==> src/rtl/tx_power_ramp.sv <==
// ============================================================================
// Module      : tx_power_ramp
// Description : TX burst level control. Ramps a ufix_12_10 gain 0 -> target
//               -> 0 around each burst and applies it to sfix_12_9 I/Q.
// Revision    : 1.0 - initial release
// ============================================================================
`default_nettype none

module tx_power_ramp #(
    parameter logic [11:0] RAMP_STEP = 12'h008
) (
    input  logic        clk,
    input  logic        reset_n,
    input  logic        ce,
    input  logic        tx_en,
    input  logic [11:0] target_gain,
    input  logic [11:0] data_in_i,
    input  logic [11:0] data_in_q,
    output logic [11:0] data_out_i,
    output logic [11:0] data_out_q,
    output logic [11:0] ramp_gain,
    output logic [1:0]  state,
    output logic        tx_busy
);

    typedef enum logic [1:0] {
        IDLE      = 2'd0,
        RAMP_UP   = 2'd1,
        HOLD      = 2'd2,
        RAMP_DOWN = 2'd3
    } state_t;

    state_t      cur_state;
    state_t      nxt_state;
    logic [11:0] gain;
    logic [11:0] gain_nxt;
    logic [11:0] tgt;
    logic [11:0] tgt_nxt;
    logic [12:0] up_sum;

    // Multiply by gain, floor-shift back to sfix_12_9, then saturate.
    function automatic logic [11:0] gain_sat(input logic [11:0] din, input logic [11:0] g);
        logic signed [24:0] p;
        logic signed [24:0] r;
        logic [11:0]        res;
        p = $signed({{13{din[11]}}, din}) * $signed({13'd0, g});
        r = p >>> 10;
        if (r > 25'sd2047)
            res = 12'h7FF;
        else if (r < -25'sd2048)
            res = 12'h800;
        else
            res = r[11:0];
        return res;
    endfunction

    always_ff @(posedge clk or negedge reset_n) begin
        if (!reset_n) begin
            cur_state  <= IDLE;
            gain       <= 12'd0;
            tgt        <= 12'd0;
            data_out_i <= 12'd0;
            data_out_q <= 12'd0;
        end else if (ce) begin
            cur_state  <= nxt_state;
            gain       <= gain_nxt;
            tgt        <= tgt_nxt;
            data_out_i <= gain_sat(data_in_i, gain);
            data_out_q <= gain_sat(data_in_q, gain);
        end
    end

    always_comb begin
        nxt_state = cur_state;
        gain_nxt  = gain;
        tgt_nxt   = tgt;
        up_sum    = {1'b0, gain} + {1'b0, RAMP_STEP};
        case (cur_state)
            IDLE: begin
                gain_nxt = 12'd0;
                if (tx_en) begin
                    tgt_nxt   = target_gain;
                    nxt_state = RAMP_UP;
                end
            end
            RAMP_UP: begin
                // An abort freezes the gain for one edge before it starts falling.
                if (!tx_en) begin
                    nxt_state = RAMP_DOWN;
                end else if (up_sum >= {1'b0, tgt}) begin
                    gain_nxt  = tgt;
                    nxt_state = HOLD;
                end else begin
                    gain_nxt = up_sum[11:0];
                end
            end
            HOLD: begin
                gain_nxt = tgt;
                if (!tx_en)
                    nxt_state = RAMP_DOWN;
            end
            RAMP_DOWN: begin
                if (gain <= RAMP_STEP) begin
                    gain_nxt  = 12'd0;
                    nxt_state = IDLE;
                end else begin
                    gain_nxt = gain - RAMP_STEP;
                end
            end
            default: nxt_state = IDLE;
        endcase
    end

    assign ramp_gain = gain;
    assign state     = cur_state;
    assign tx_busy   = (cur_state != IDLE);

endmodule

`default_nettype wire

==> config.mk <==
export PLATFORM = sky130hd
export DESIGN_NAME = tx_power_ramp
export DESIGN_NICKNAME = d
export VERILOG_FILES = /design/src/rtl/tx_power_ramp.sv
export SDC_FILE = /design/constraint.sdc
export NUM_CORES = 1
export LEC_CHECK = 0
export CAP_MARGIN = 20
export CORE_MARGIN = 1.5
export CORE_UTILIZATION = 35
export DETAILED_ROUTE_END_ITERATION = 6
export PLACE_DENSITY = 0.57
export SKIP_LAST_GASP = 1
export SLEW_MARGIN = 25
export SYNTH_ARGS = -nofsm -noshare
export SYNTH_HDL_FRONTEND = slang
export SYNTH_SLANG_ARGS = --single-unit
==> constraint.sdc <==
create_clock -name clk -period 7.15 [get_ports clk]
set_input_delay 0.715 -clock clk [delete_from_list [all_inputs] [get_ports clk]]
set_output_delay 0.715 -clock clk [all_outputs]
set_load 0.005 [all_outputs]
# Yosys cells after proc, flatten, opt, wreduce, memory -nomap -nowiden
# Index checks and enable logic that the tools add are counted.
# Widths: inputs -> output; s select.
# totals
out_inout_bits,39
reg_bits,50
in_bits,40
elab_cells,42
# op_classes
multipliers,2
n_addsub,2
reduce_logical,5
n_eq_ne,8
muxes,14
order_cmp,6
# op_table
cell,count
$mux 12,7
$mul 12x13->25,2
$pmux 12 s4,1
$gt 15x12->1 const B,2
$lt 15x12->1 const B,2
$add 12x4->13 const B,1
$ge 13x12->1,1
$le 12x4->1 const B,1
$sub 12x4->12 const B,1
$mux 2,5
$ne 2x2->1 const B,4
$pmux 2 s4,1
$reduce_and 5->1,1
$eq 2x2->1 const B,2
$ne 3x3->1 const B,1
$reduce_and 3->1,1
$eq 2x1->1 const B,1
$logic_not 2->1,1
$reduce_and 2->1,1
$reduce_bool 2->1,1

# Logic depth before layout (Yosys ltp)
# depth
ltp_word,5
mapped_depth,24
depth_no_buf,20

# Least setup slack after synthesis
# No wires, ideal clock.
# synth_path
path_type,flip-flop to flip-flop
from,"register gain[4], in the netlist ramp_gain[4]"
to,register data_out_q[2]
t_arrival_ns,5.919
stages_incl_launch_ff,23
setup_slack_ns,1.110
path_cell_list,dfrtp_1 -> clkbuf_1 -> clkbuf_1 -> nor2_1 -> fa_1 -> inv_1 -> fa_1 -> inv_1 -> fa_1 -> fa_1 -> inv_1 -> fa_1 -> inv_1 -> ha_1 -> a21o_1 -> a2111o_1 -> a31oi_2 -> o221ai_2 -> a21oi_2 -> xnor2_1 -> buf_2 -> a21oi_1 -> o22a_1
# synth_between
elab_chain_len,4
word_cells_on_any_way,5
cone_classes,mul (1); order compare (2); mux (2)
# synth_lines
item,line,source
start: declaration,35,logic [11:0] gain;
start signal: assignment,66,gain <= gain_nxt;
$mul 12x13->25 *,46,"p = $signed({{13{din[11]}}, din}) * $signed({13'd0, g});"
$lt 15x12->1,50,else if (r < -25'sd2048)
$mux 12,50,
$mux 12 *,48,if (r > 25'sd2047)
end signal: assignment,69,"data_out_q <= gain_sat(data_in_q, gain);"
end: declaration,20,"output logic [11:0] data_out_q,"
# Every way passes the cells marked *; elsewhere a longest branch is shown, timed or not.
# A chain may end at the register's enable or synchronous reset.

# Worst setup path after layout
# layout_path
from,input port data_in_i[6]
to,register data_out_i[1]
# layout_between
elab_chain_len,4
word_cells_on_any_way,5
cone_classes,mul (1); order compare (2); mux (2)
# layout_lines
item,line,source
start: declaration,17,"input logic [11:0] data_in_i,"
$mul 12x13->25 *,46,
$lt 15x12->1,50,
$mux 12,50,
$mux 12 *,48,
end signal: assignment,68,"data_out_i <= gain_sat(data_in_i, gain);"
end: declaration,19,"output logic [11:0] data_out_i,"
# Marked as above.

==> summary.md <==
| Metric | Value |
|---|---|
| Top area cells in the synthesized netlist | sky130_fd_sc_hd__fa_1, sky130_fd_sc_hd__ha_1, sky130_fd_sc_hd__dfrtp_1, sky130_fd_sc_hd__inv_1, sky130_fd_sc_hd__nand2_1 |
| Number of antenna cells inserted | 0 |
| Hold-fix buffer count after cts | 0 |
| Setup TNS | 0 ns |
| Post-route minimum period | 6.580 ns |
| Worst-path maximum fanout | 12 |
| Gr usage total | 0.1670 |
| Initial core utilization | 0.3568 |
| Wire length per cell | 15.05 µm |
| Fmax | 0.1520 GHz |
| Endpoint class of the critical path | flip-flop |
| Total of flip-flops plus latches after synthesis | 50 |
| Count leader, synth | sky130_fd_sc_hd__inv_1 |
| Area growth from synthesis to final layout | 11.33% |
| Max incr delay on CP | 0.72 ns |
| Ordered cell list for the critical path | clkdlybuf4s50_1 > and2_1 > fa_1 > inv_1 > fa_1 > inv_1 > fa_1 > fa_1 > inv_1 > fa_1 > inv_1 > ha_1 > nand4_1 > inv_2 > a311oi_4 > nor3_1 > nor4_1 > nor2_1 > o32ai_2 > buf_4 > a21oi_1 |
| Reg-to-Reg Start | ramp_gain[9] |
| Endpoint of the worst hold path | data_out_q[5] |
| Post-CTS setup repair buffer count | 0 |
| Resize count post-CTS | 0 |
| Worst setup SP type | input pin |
| Placement Rows | 69 |
| Number of buffers inserted during clock tree synthesis | 5 |
| Critical path start-end classification | input pin to flip-flop |
| Worst-Skew Late Latency | 0.31 ns |
| Ports | 79 |
| Wire length after detailed routing | 29710 µm |
| Period Utilization, post-route | 0.9202 |
| Worst reg2reg endpoint | data_out_q[3] |
| Number of levels the H-tree was split into | 2 |
| Beginning of the worst hold path | data_out_q[5] |
| Master of the slowest instance on the critical path | sky130_fd_sc_hd__clkdlybuf4s50_1 |
| RSZ-0062 raised after global routing | false |
| Final cell count without fillers | 1974 |
| Yosys cell types | 76 |
| Reg-to-reg slack, setup | 0.75 ns |
| Asr flop ratio synth | 1.000 |
| Overflow after GRT | 0 |
| Cell taking the most area after synthesis | sky130_fd_sc_hd__fa_1 |
| Number of antenna violations at the first check in global routing | 1 |
| HPWL reported at the end of detailed placement | 24540 µm |
| Net count, final | 1914 |
| Required arrival time at the worst endpoint | 7.34 ns |
| Most frequent cell on the critical path | sky130_fd_sc_hd__fa_1 |
| Mapped Nets | 1870 |
| Final Max Slew Viols | 0 |
| Clock tree root driver cell | sky130_fd_sc_hd__clkbuf_16 |
| Die X | 193.7 µm |
| Number of cells after detailed placement | 1966 |
| Pin slew with the least headroom to its limit | 0.9981 ns |
| Global-route wire length before repair | 51470 µm |
| Vias in the first global route | 10415 |
| DR iter-0 viols | 449 |
| TritonCTS clock tree | built |
| Count of port buffers added during placement | 78 |
| Share of Yosys cell area claimed by the top area cell type | 0.3116 |
| Yosys Warn Count | 0 |
| Count of fill cells added during filler insertion | 3615 |
| Final Hold Violating Endpoints | 0 |
| Die boundary height | 193.7 µm |
| Outcome | complete, but fails checks |
| Post-Syn Instances | 1468 |
| Global placement routability congestion | 0.8566 |
| Clock sinks | 50 |
| Clock slew at the register clock pins of the worst setup and hold paths | 0.07 ns |
| Area inside the core boundary | 35660 µm² |
| Setup violations, final | 0 |
| Share of post-route cells with drive strength above 1 | 0.05948 |
| Most frequent cells after synthesis | sky130_fd_sc_hd__inv_1, sky130_fd_sc_hd__nand2_1, sky130_fd_sc_hd__fa_1, sky130_fd_sc_hd__ha_1, sky130_fd_sc_hd__and2_1 |
| Most used DFF post-synth | sky130_fd_sc_hd__dfrtp_1 |
| Total buffers and inverters traversed by the critical path | 7 |
| Family of cells with the greatest summed delay on the critical path | adder cells |
| Number of synthesized flops with an enable pin | 0 |
| Worst min-delay path class | flip-flop to flip-flop |
| Worst rel slew slack | 0.3346 |
| Mean area per synthesized cell | 8.666 µm² |
| Largest net degree at the start of global routing | 51 |
| # DRC | 3 |
| Violations in the final reports | DRC |
| Area after detailed placement | 14020 µm² |
| Portion of the post-synthesis area used by sequential elements | 0.09835 |
| Max-cap viol count | 0 |
| Drt pass-1 iters | 7 |
| Floorplan die area | 37500 µm² |
| Number of buffers on the longest clock path | 2 |
| Post-Syn Area | 12720 µm² |
| Vias per std cell | 5.048 |
| Post-route cell area | 14160 µm² |
| Antenna-violating nets left | 0 |
| Routed via count | 9965 |
| Data arrival time of the worst path | 6.77 ns |
| Worst-case reg-to-reg path depth | 18 |
| Post-route clock skew | 0.01021 ns |
| Min-Delay Path Depth | 1 |
cell families after synthesis:
kind of cell               share of synthesized area
muxes                                        0.01583
xor gates and xnor gates                     0.02823
and+or+nand+nor                               0.1595
adders and majority gates                     0.4729
buffers and inverters                         0.1156
DFF                                          0.09835
AOI/OAI and AO/OA                             0.1097
state kept, by name (all words and copies together), names as in the netlist:
signal	flops
data_out_i	12
data_out_q	12
ramp_gain	12
state	2
tgt	12
cell usage in the layout, fill, tap and decap left out, types with 15 or more instances in the layout:
cell type	synthesis	final
sky130_fd_sc_hd__nand3_1	17	17
sky130_fd_sc_hd__dfrtp_1	50	50
sky130_fd_sc_hd__o21ai_0	27	27
sky130_fd_sc_hd__ha_1	164	164
sky130_fd_sc_hd__xor2_1	15	15
sky130_fd_sc_hd__clkdlybuf4s50_1	0	77
sky130_fd_sc_hd__inv_1	305	305
sky130_fd_sc_hd__nand2_1	203	203
sky130_fd_sc_hd__mux2_2	17	17
sky130_fd_sc_hd__and2_1	96	96
sky130_fd_sc_hd__nor2_1	51	51
sky130_fd_sc_hd__xnor2_1	26	26
sky130_fd_sc_hd__buf_4	0	34
sky130_fd_sc_hd__a21oi_1	40	40
sky130_fd_sc_hd__fa_1	198	198
stage by stage:
stage / setup slack [ns] / util / hold WS [ns]
2_1_floorplan: 1.110 / - / 0.4194
3_3_place_gp: 0.2987 / 0.3931 / 0.4846
3_5_place_dp: 0.2542 / 0.3931 / 0.4894
4_1_cts: 0.5656 / 0.3972 / 0.5068
5_1_grt: 0.2157 / 0.3972 / 0.5147
6_report: 0.5704 / 0.3972 / 0.5050
worst max-delay path by stage:
stage            startpoint             to  slack (ns)  depth (start not counted)
2_1_floorplan  ramp_gain[4]  data_out_q[2]        1.11                         22
3_3_place_gp   data_in_i[6]  data_out_i[1]        0.30                         21
3_5_place_dp   data_in_i[6]  data_out_i[1]        0.25                         21
4_1_cts        data_in_q[5]  data_out_q[3]        0.57                         19
5_1_grt        data_in_q[7]  data_out_q[3]        0.22                         20
6_report       data_in_i[6]  data_out_i[1]        0.57                         21
area by class of cell:
class | instances | area [µm²] | area share
flip-flops and latches | 50 | 1251 | 0.08834
clock inverters | 1 | 5.005 | 0.0003534
multi-input cells | 1035 | 10000 | 0.7061
well taps | 461 | 576.8 | 0.04072
inverters | 308 | 1156 | 0.08163
repair buffers | 112 | 1031 | 0.07279
clock buffers | 7 | 142.6 | 0.01007
worst register-to-register path, cell delays in order, from the launching register on:
cell and delay [ns]:
sky130_fd_sc_hd__dfrtp_1 0.99, sky130_fd_sc_hd__nand2_1 0.19, sky130_fd_sc_hd__fa_1 0.58, sky130_fd_sc_hd__inv_1 0.05, sky130_fd_sc_hd__fa_1 0.52, sky130_fd_sc_hd__fa_1 0.44, sky130_fd_sc_hd__fa_1 0.55, sky130_fd_sc_hd__inv_1 0.06
sky130_fd_sc_hd__fa_1 0.52, sky130_fd_sc_hd__inv_1 0.04, sky130_fd_sc_hd__ha_1 0.37, sky130_fd_sc_hd__a21o_1 0.17, sky130_fd_sc_hd__a31oi_1 0.12, sky130_fd_sc_hd__o311ai_0 0.55, sky130_fd_sc_hd__a31o_2 0.21, sky130_fd_sc_hd__xor2_1 0.19
sky130_fd_sc_hd__nand3_1 0.33, sky130_fd_sc_hd__a211oi_1 0.33, sky130_fd_sc_hd__o22a_1 0.15
layer usage:
layer | up-vias | GRT usage | routed length, µm
met5 | - | 0 | 0
li1 | 4697 | - | -
met1 | 5018 | 0.2352 | 14110
met4 | 0 | 0.04083 | 431
met2 | 225 | 0.2773 | 14060
met3 | 25 | 0.01461 | 1115
Power is left out: the tool's default activity adds up to more than one toggle a clock period on the data nets, which glitch-free logic cannot reach.
